--- src/rtl/i2c_reg_bank.sv ---
// Register bank behind i2c_simple_slave: pointer byte then data, with auto-increment
// on both writes and reads, plus a fabric write port that wins collisions.
module i2c_reg_bank #(
  parameter int                  NUM_REGS = 16,
  parameter logic [NUM_REGS-1:0] RO_MASK  = '0,
  localparam int                 PW       = $clog2(NUM_REGS)
) (
  input  logic                  clk,
  input  logic                  rst_n,
  input  logic [7:0]            i2c_addr_rw,
  input  logic                  i2c_addr_rw_valid_stb,
  input  logic [7:0]            i2c_data_rx,
  input  logic                  i2c_data_rx_valid_stb,
  output logic [7:0]            i2c_data_tx,
  input  logic                  i2c_data_tx_loaded_stb,
  input  logic                  i2c_data_tx_done_stb,
  input  logic                  i2c_error_stb,
  output logic                  stall,
  output logic [8*NUM_REGS-1:0] regs_flat,
  input  logic                  hw_wr_en,
  input  logic [PW-1:0]         hw_wr_addr,
  input  logic [7:0]            hw_wr_data,
  output logic                  reg_wr_stb,
  output logic [PW-1:0]         reg_wr_addr
);

  typedef enum logic [1:0] {
    S_IDLE,
    S_PTR,
    S_WRITE,
    S_READ
  } state_t;

  state_t        state, state_next;
  logic [PW-1:0] ptr, ptr_next;
  logic [7:0]    regs [NUM_REGS];
  logic          i2c_wr;
  logic          read_entry;
  logic          tx_valid;
  logic          stall_next;
  logic          unused_inputs;

  // Upper address bits and the tx-done pulse carry nothing this bank acts on.
  assign unused_inputs = ^{i2c_addr_rw, i2c_data_rx, i2c_data_tx_done_stb};

  always_ff @(posedge clk) begin
    if (!rst_n) begin
      state <= S_IDLE;
      ptr   <= '0;
    end else begin
      state <= state_next;
      ptr   <= ptr_next;
    end
  end

  // An address match restarts the transaction from any state, so repeated
  // start needs no special case; an error parks the FSM but keeps ptr.
  always_comb begin
    state_next = state;
    ptr_next   = ptr;
    i2c_wr     = 1'b0;
    read_entry = 1'b0;
    if (i2c_addr_rw_valid_stb) begin
      if (i2c_addr_rw[0]) begin
        state_next = S_READ;
        read_entry = 1'b1;
      end else begin
        state_next = S_PTR;
      end
    end else if (i2c_error_stb) begin
      state_next = S_IDLE;
    end else begin
      case (state)
        S_PTR: begin
          if (i2c_data_rx_valid_stb) begin
            ptr_next   = i2c_data_rx[PW-1:0];
            state_next = S_WRITE;
          end
        end
        S_WRITE: begin
          if (i2c_data_rx_valid_stb) begin
            i2c_wr   = !RO_MASK[ptr];
            ptr_next = ptr + PW'(1);
          end
        end
        S_READ: begin
          if (i2c_data_tx_loaded_stb) begin
            ptr_next = ptr + PW'(1);
          end
        end
        default: begin
        end
      endcase
    end

    // The registered tx byte is stale for one cycle after anything it
    // depends on moves; stalling on that cycle keeps the slave from loading it.
    tx_valid   = !((ptr_next != ptr) || i2c_wr || (hw_wr_en && (hw_wr_addr == ptr)));
    stall_next = (state_next == S_READ) && (read_entry || !tx_valid);
  end

  // Fabric write is applied last so it overrides a same-index I2C write.
  always_ff @(posedge clk) begin
    if (!rst_n) begin
      for (int i = 0; i < NUM_REGS; i++) begin
        regs[i] <= '0;
      end
    end else begin
      if (i2c_wr) begin
        regs[ptr] <= i2c_data_rx;
      end
      if (hw_wr_en) begin
        regs[hw_wr_addr] <= hw_wr_data;
      end
    end
  end

  always_ff @(posedge clk) begin
    if (!rst_n) begin
      i2c_data_tx <= '0;
      stall       <= 1'b0;
      reg_wr_stb  <= 1'b0;
      reg_wr_addr <= '0;
    end else begin
      i2c_data_tx <= regs[ptr];
      stall       <= stall_next;
      reg_wr_stb  <= i2c_wr;
      if (i2c_wr) begin
        reg_wr_addr <= ptr;
      end
    end
  end

  always_comb begin
    regs_flat = '0;
    for (int i = 0; i < NUM_REGS; i++) begin
      regs_flat[8*i +: 8] = regs[i];
    end
  end

endmodule
--- config.mk ---
export PLATFORM = sky130hd
export DESIGN_NAME = i2c_reg_bank
export DESIGN_NICKNAME = d
export VERILOG_FILES = /design/src/rtl/i2c_reg_bank.sv
export SDC_FILE = /design/constraint.sdc
export NUM_CORES = 1
export LEC_CHECK = 0
export ABC_AREA = 1
export CORE_MARGIN = 5
export CORE_UTILIZATION = 48
export CTS_BUF_LIST = sky130_fd_sc_hd__clkbuf_4 sky130_fd_sc_hd__clkbuf_8
export DETAILED_ROUTE_END_ITERATION = 10
export PLACE_DENSITY = 0.75
export SYNTH_ARGS = -nofsm -noshare
export SYNTH_HDL_FRONTEND = slang
export SYNTH_SLANG_ARGS = --single-unit
--- constraint.sdc ---
create_clock -name clk -period 2.8 [get_ports clk]
set_input_delay 0.28 -clock clk [delete_from_list [all_inputs] [get_ports clk]]
set_output_delay 0.28 -clock clk [all_outputs]
set_load 0.02 [all_outputs]
==> metrics list, run 1 <==
* Setup skew after layout: 0.0123 ns
- Worst min path class: input port to flip-flop
- Counting every instance in the synthesized netlist gives 894.
- In this run the horizontal extent of the chip is 137 um.
- Clock-pin slew was measured on the worst setup and hold paths at 0.08 ns.
- The most common cell in the synthesized netlist is sky130_fd_sc_hd__nand2_1.
- The number of pins with negative max-slew slack in the final report came to 0.
- Sort of element at the start of the critical path: flip-flop
- Kind of critical path: flip-flop to flip-flop
- Data on the critical path arrives at its endpoint at 2.33 ns.
- Via count of the first global-routing pass: 7211
- Along the worst path, the maximum fanout reaches 9.
* Number of I/O pins: 178
* Ys flop type: sky130_fd_sc_hd__edfxtp_1
* Cell type with the largest total area after synthesis: sky130_fd_sc_hd__edfxtp_1
- TritonCTS built the clock tree.
- Starting Density: 48.8%
* Total Routing Usage GR: 29.2%
- In this run the tightest slew margin relative to its limit is 32.4%.
- Hold Fails Final Rpt: 0
* Non-filler cells in the finished layout: 1277
- For this block, the via count after detailed routing is 7816.
* Setup repair after global routing missed its margin: false
- The floorplan has 46 rows.
* Overall Power: 5140 uW
- Leakage Power: 0.00398 uW
* Core outline area: 0.0159 mm2
- Summing the sequential cell areas from Yosys gives 54.8% of the chip area.
- The worst setup path is captured at a flip-flop.
* Skew-Pair Late Insertion Delay: 0.47 ns
* Average wire length per cell after detail routing: 21.6 um
- The final layout contains routed wiring with a total length of 27600 um.
* Top cells by area, synth: sky130_fd_sc_hd__edfxtp_1, sky130_fd_sc_hd__o22ai_1, sky130_fd_sc_hd__nand2_1, sky130_fd_sc_hd__dfxtp_1, sky130_fd_sc_hd__o21ai_0
- H-tree levels: 4
* RePlAce Congestion: 0.934
- Final net count: 1088
- Sum of overflow across all layers after global routing: 0
* Transition at the pin with the smallest max-transition slack: 1.01 ns
- In this run the cell area of the synthesized design comes to 0.00775 mm2.
- The synthesized design devotes to its leading area cell type 49.6% of total area.
* Highest Clock Rate: 0.452 GHz
- Drt drc: 0
- In the synthesized netlist the async set-or-reset flop fraction comes to 0%.
- Post-detailed-placement half-perimeter wirelength: 19300 um
* Number of antenna violations at the first check in global routing: 0
- Hold-fix buffers at CTS: 0
- Area growth from synthesis to layout: 30.7%
- Leading cell types by count after synthesis: sky130_fd_sc_hd__nand2_1, sky130_fd_sc_hd__o22ai_1, sky130_fd_sc_hd__edfxtp_1
- Setup-failing EPs final: 0
* Power density over the cells: 508 mW/mm2
- Unique cell type count in the Yosys netlist: 28
* Max-cap check violation count: 0
* Post-route ant nets: 0
- The count of buffers added on input and output ports is 169.
* Via/cell ratio: 6.12
- The cell sitting at the root of the clock tree is a sky130_fd_sc_hd__clkbuf_8.
* DIE AREA: 0.0188 mm2
* N_diodes: 0
* Syn_area_per_cell: 8.67 um2
* Worst endpoint required time: 2.92 ns
- The die is 137 um tall.
* CTS-repair resized insts: 0
- Maximum number of pins on one net before global-route repair: 68
- Yosys printed 0 warnings.
- Global-route wire length before repair: 40900 um
- The number of setup buffers added after CTS is 0.
- In this run, synthesis inferred 128 flip-flops with an integrated enable.
- Counting along the longest clock path gives a buffer depth of 2.
- Synthesis inferred 148 register bits.
- Counting every sink on the clock net gives 148.
* Number of buffers created by CTS: 17
- Net Count, Synth: 934
- Placed cells: 1245
- The first detailed-routing pass took 6 iterations.
* Highest ir drop seen on vdd: 296 uV
* Final worst path period share: 79.1%
- The routed design could run at a clock period as short as 2.21 ns.
- Accumulated negative setup slack: 0 ns
- Count of routing violations after the opening detailed-route iteration: 1300
- Result of the run: completed
- Share of layout cells above drive strength 1: 9.05%
power by group:
part / total [uW] / switching, uW / internal (uW) / leakage, uW
sequential: 2590 / 82.4 / 2510 / 0.00141
clock: 1760 / 845 / 913 / 0.000217
combinational: 799 / 490 / 309 / 0.00235
flip-flops by register name, summed over array words and instances (netlist names):
name,count
i2c_data_tx,8
regs,128
ptr,4
stall,1
reg_wr_stb,1
state,2
reg_wr_addr,4
cell type report:
class / instances / area [um2]
clock buffers: 19 / 255
multi-input cells: 632 / 3050
clock inverters: 13 / 158
repair buffers: 206 / 1980
inverters: 43 / 161
well taps: 216 / 270
fillers: 1369 / 5760
flip-flops and latches: 148 / 4250
layout by cell type, fill, tap and decap left out:
master and n:
sky130_fd_sc_hd__o21ai_1 8, sky130_fd_sc_hd__a21boi_0 1, sky130_fd_sc_hd__o21ai_0 73, sky130_fd_sc_hd__nor2_4 1
sky130_fd_sc_hd__nand2_1 216, sky130_fd_sc_hd__or2_1 1, sky130_fd_sc_hd__dfxtp_2 1, sky130_fd_sc_hd__buf_4 36
sky130_fd_sc_hd__nand3_2 2, sky130_fd_sc_hd__edfxtp_1 128, sky130_fd_sc_hd__nand3_1 36, sky130_fd_sc_hd__clkdlybuf4s50_1 169
sky130_fd_sc_hd__nor3_2 3, sky130_fd_sc_hd__nand4_1 3, sky130_fd_sc_hd__clkinv_4 4, sky130_fd_sc_hd__clkinv_2 4
sky130_fd_sc_hd__o22ai_1 152, sky130_fd_sc_hd__or2_2 1, sky130_fd_sc_hd__nand2_2 4, sky130_fd_sc_hd__inv_1 32
sky130_fd_sc_hd__clkbuf_4 1, sky130_fd_sc_hd__dfxtp_1 19, sky130_fd_sc_hd__buf_12 1, sky130_fd_sc_hd__inv_2 11
sky130_fd_sc_hd__a21oi_1 25, sky130_fd_sc_hd__bufinv_16 3, sky130_fd_sc_hd__o211ai_1 1, sky130_fd_sc_hd__nor2_1 95
sky130_fd_sc_hd__nand3b_1 1, sky130_fd_sc_hd__clkbuf_8 18, sky130_fd_sc_hd__nor2_2 4, sky130_fd_sc_hd__xnor2_1 1
sky130_fd_sc_hd__ha_1 4, sky130_fd_sc_hd__inv_4 2
stage by stage:
step	hold slack [ns]	util, %	setup slack (ns)	area (um2)
final	0.513	63.7	0.586	10100
after global routing	0.530	63.7	0.462	10100
after CTS	0.506	63.7	0.631	10100
after detailed placement	0.533	61.1	0.316	9710
after global placement	0.529	61.1	0.366	9710
after floorplan	0.437	-	0.854	7750
worst paths after layout:
check	startpoint	end	slack (ns)	depth (start not counted)
worst min-delay path	i2c_addr_rw_valid_stb	state[0]$_SDFF_PN0_	0.51	3
worst max-delay path	state[1]$_SDFF_PN0_	regs[8][6]$_DFFE_PP_	0.59	6
worst min register to register	reg_wr_addr[1]$_SDFFE_PN0P_	reg_wr_addr[1]$_SDFFE_PN0P_	0.55	2
worst max register to register	state[1]$_SDFF_PN0_	regs[8][6]$_DFFE_PP_	0.59	6
per-layer routing:
layer	up-vias	track usage, %	share of wire [%]
li1	3504	-	-
met1	3587	40.1	37
met2	626	44.6	45
met3	99	5.96	13
met4	0	14.1	4.4
met5	-	0	0
worst max-delay path: stages (launching register included):
cell                      delay, ns
sky130_fd_sc_hd__dfxtp_1       0.52
sky130_fd_sc_hd__nand3_2       0.16
sky130_fd_sc_hd__nor2_4        0.20
sky130_fd_sc_hd__nand2_2       0.16
sky130_fd_sc_hd__nor2_2        0.33
sky130_fd_sc_hd__nand2_1       0.13
sky130_fd_sc_hd__nand3_1       0.36
logic make-up (layout without fill, tap and decap cells):
| group | Yosys count | count (layout) | share of synthesized area, % |
|---|---|---|---|
| xor gates and xnor gates | 1 | 1 | 0.113 |
| DFF | 148 | 148 | 54.8 |
| AOI/OAI and AO/OA | 260 | 260 | 19.3 |
| and+or+nand+nor | 367 | 367 | 19.3 |
| buffers and inverters | 114 | 281 | 5.83 |
| adders and majority gates | 4 | 4 | 0.646 |
No activity file was read; power rests on OpenSTA's default activity.
==> run 2: changes to the inputs <==
- clock period: 2.8 -> 2.1 ns (I/O delays scaled with it)
==> run 2 against run 1 <==
Compared with the run above: clock skew rose by 0.00070 ns; cell count is 4.8% higher; maximum frequency is 22% higher; clock-buffer cell count shrank 1; sequential share of layout area is 2.5 points lower; sequential power rose by 33%; combinational power is 48% higher; critical endpoint is now regs[5][0]$_DFFE_PP_; largest cell class unchanged.
==> metrics list, run 2 (synthesis gave the netlist of run 1 again) <==
- The run finished with clean final reports.
* Area growth from synthesis to layout: 39.1%
- After detailed routing, the average wire length per cell comes to 21.2 um.
* Skew-Pair Late Insertion Delay: 0.47 ns
- The endpoint identified for the worst register-to-register timing path is regs[5][0]$_DFFE_PP_.
- Transition at the pin with the smallest max-transition slack: 0.443 ns
* Internal Dissipation: 4880 uW
- Met2 routing resource usage after global routing: 46.1%
* H-tree levels: 4
- Highest Clock Rate: 0.553 GHz
* Kind of critical path: flip-flop to flip-flop
- The worst setup path is captured at a flip-flop.
- The die is 137 um wide.
* Core outline area: 0.0159 mm2
* Logic pwr share: 17.5%
- Post-CTS repair changed the size of 0 cells.
- The worst pin sits at a relative slew slack of 70.4%.
* Total wire length after detailed routing: 28300 um
- Via/cell ratio: 5.96
* CTS max path bufs: 2
- The detailed router placed 7970 vias in this run.
- Register bank with the most flops: regs
- Setup skew after layout: 0.0130 ns
* Worst setup path endpoint: regs[5][0]$_DFFE_PP_
* Number of antenna violations at the first check in global routing: 0
- Setup repair after global routing missed its margin: false
* Biggest regs: regs (128), i2c_data_tx (8)
* Port Buffers: 169
- The worst hold path belongs to the class input port to flip-flop.
- Maximum number of pins on one net before global-route repair: 36
- Count of routing violations after the opening detailed-route iteration: 1120
- Of the total power, the share spent switching nets is 27.7%.
- Hold-fix buffers at CTS: 0
- Filler Cells Inserted: 1289
* Clock tree from TritonCTS: built
- 0 antenna diodes ended up in the layout.
* Met3 Use GR: 7.57%
* Starting Density: 48.8%
- Via count of the first global-routing pass: 7475
- The number of clock buffers added by TritonCTS is 17.
- For this design, the sink count on the clock tree is 148.
- Setup-failing EPs final: 0
* Sequential Power Share: 51.1%
* RePlAce Congestion: 0.946
- The worst path in the final design needs a cycle of 1.81 ns, including I/O delays and setup.
* Post-detailed-placement half-perimeter wirelength: 19900 um
- Met1 capacity usage during global routing: 41.5%
- STA classifies the critical path startpoint as a flip-flop.
* Post-place instance area: 0.0104 mm2
* Startpoint of the most critical setup path: ptr[0]$_SDFF_PN0_
- Dividing total power by cell area gives a power density of 626 mW/mm2.
- CTS clock-pin slew for the worst setup and hold paths: 0.08 ns
- Number of I/O pins: 178
* Cell depth of the worst flop-to-flop path: 7
- Sum of overflow across all layers after global routing: 0
* Most common cell after layout, fill and taps aside: sky130_fd_sc_hd__nand2_1
* Total Routing Usage GR: 30.3%
- Leakage Power: 0.00433 uW
- Worst endpoint required time: 2.28 ns
- Adding up every negative setup slack in the final design gives 0 ns.
* CP max FO: 19
- Final worst path period share: 86.1%
- The root buffer cell chosen for the clock tree is sky130_fd_sc_hd__clkbuf_8.
* Number of standard-cell rows in the floorplan: 46
- The number of pins with negative max-slew slack in the final report is 0.
- After detailed routing, the number of remaining DRC violations is 0.
- After routing the design area is 0.0108 mm2.
- Flop-to-flop setup slack: 0.29 ns
- Cells with a size suffix above 1 make up 13.7% of the layout.
- Max-cap check violation count: 0
* Highest ir drop seen on vdd: 417 uV
* Arrival time of the worst setup path: 1.99 ns
- Per report_power, the clock group accounts for 31.3% of the total.
- Max FFs per register: 128
* Die height: 137 um
* Commonest cells after routing, fill and taps aside: sky130_fd_sc_hd__nand2_1, sky130_fd_sc_hd__clkdlybuf4s50_1, sky130_fd_sc_hd__o22ai_1
- The first global-routing pass estimated 42300 um of wire.
- Hold Fails Final Rpt: 0
* Net load switching power: 1870 uW
- At the end of the flow, the number of nets in the layout was 1151.
- For this run, the detailed router's first-pass iteration total came to 5.
* DIE AREA: 0.0188 mm2
* Post-CTS Setup Repair Bufs: 0
* Top Usage Layer GRT: met2
* Post-route ant nets: 0
- The startpoint identified for the worst register-to-register timing path is ptr[0]$_SDFF_PN0_.
-- run 2: stage by stage --
stage	instances	utilization [%]	total power, uW	worst slack (ns)	hold WS (ns)
floorplan	894	-	4020	0.154	0.367
global placement	1308	65.6	4660	0.0512	0.520
detailed placement	1308	65.6	4680	0.00352	0.525
CTS	1338	67.9	6720	0.296	0.458
finish	1338	67.9	6750	0.292	0.472
global route	1338	67.9	6950	0.197	0.543
-- run 2: area by class of cell --
type                       count  area, um2  share of cell area (%)
clock buffer                  18        241                    2.24
clock inverter                12        116                    1.08
inverter                      43        161                    1.50
multi-input combinational    632       3050                    28.3
sequential                   148       4250                    39.4
tap                          216        270                    2.51
timing repair buffer         269       2690                    25.0
-- run 2: how the worst min path moves through the flow --
stage / slack, ns / to / start / cells past startpoint
floorplan: 0.37 / state[0]$_SDFF_PN0_ / i2c_addr_rw_valid_stb / 2
global placement: 0.52 / reg_wr_addr[0]$_SDFFE_PN0P_ / reg_wr_addr[0]$_SDFFE_PN0P_ / 2
detailed placement: 0.52 / reg_wr_addr[3]$_SDFFE_PN0P_ / reg_wr_addr[3]$_SDFFE_PN0P_ / 2
CTS: 0.46 / state[1]$_SDFF_PN0_ / i2c_addr_rw[0] / 5
global route: 0.54 / state[0]$_SDFF_PN0_ / i2c_error_stb / 4
finish: 0.47 / state[1]$_SDFF_PN0_ / i2c_addr_rw[0] / 5
-- run 2: worst max-delay path: stages, from the launching register on --
cell and delay, ns:
sky130_fd_sc_hd__dfxtp_2 0.42, sky130_fd_sc_hd__buf_4 0.28, sky130_fd_sc_hd__ha_1 0.18, sky130_fd_sc_hd__inv_1 0.05, sky130_fd_sc_hd__nor2_2 0.21, sky130_fd_sc_hd__nand2_1 0.11
sky130_fd_sc_hd__nand3_1 0.14, sky130_fd_sc_hd__buf_12 0.14
-- run 2: power by group through the flow --
stage	clock, uW	sequential (uW)	combinational [uW]
floorplan	0	3660	353
global placement	0	3510	1150
detailed placement	0	3510	1160
CTS	2100	3450	1170
global route	2240	3460	1250
finish	2110	3450	1180
-- run 2: metal layers --
metal  part of all wire [%]  wire length (um)  vias to the layer above
met5                      0                 0                        -
met2                     45             12700                      639
met3                     14              4020                       94
met4                    4.0              1150                        0
li1                       -                 -                     3625
met1                     37             10400                     3612
==> run 3: changes to the inputs <==
- SLEW_MARGIN: unset -> 20
==> results of run 3 <==
The final DEF is identical to that of run 2; final timing and power are the same.
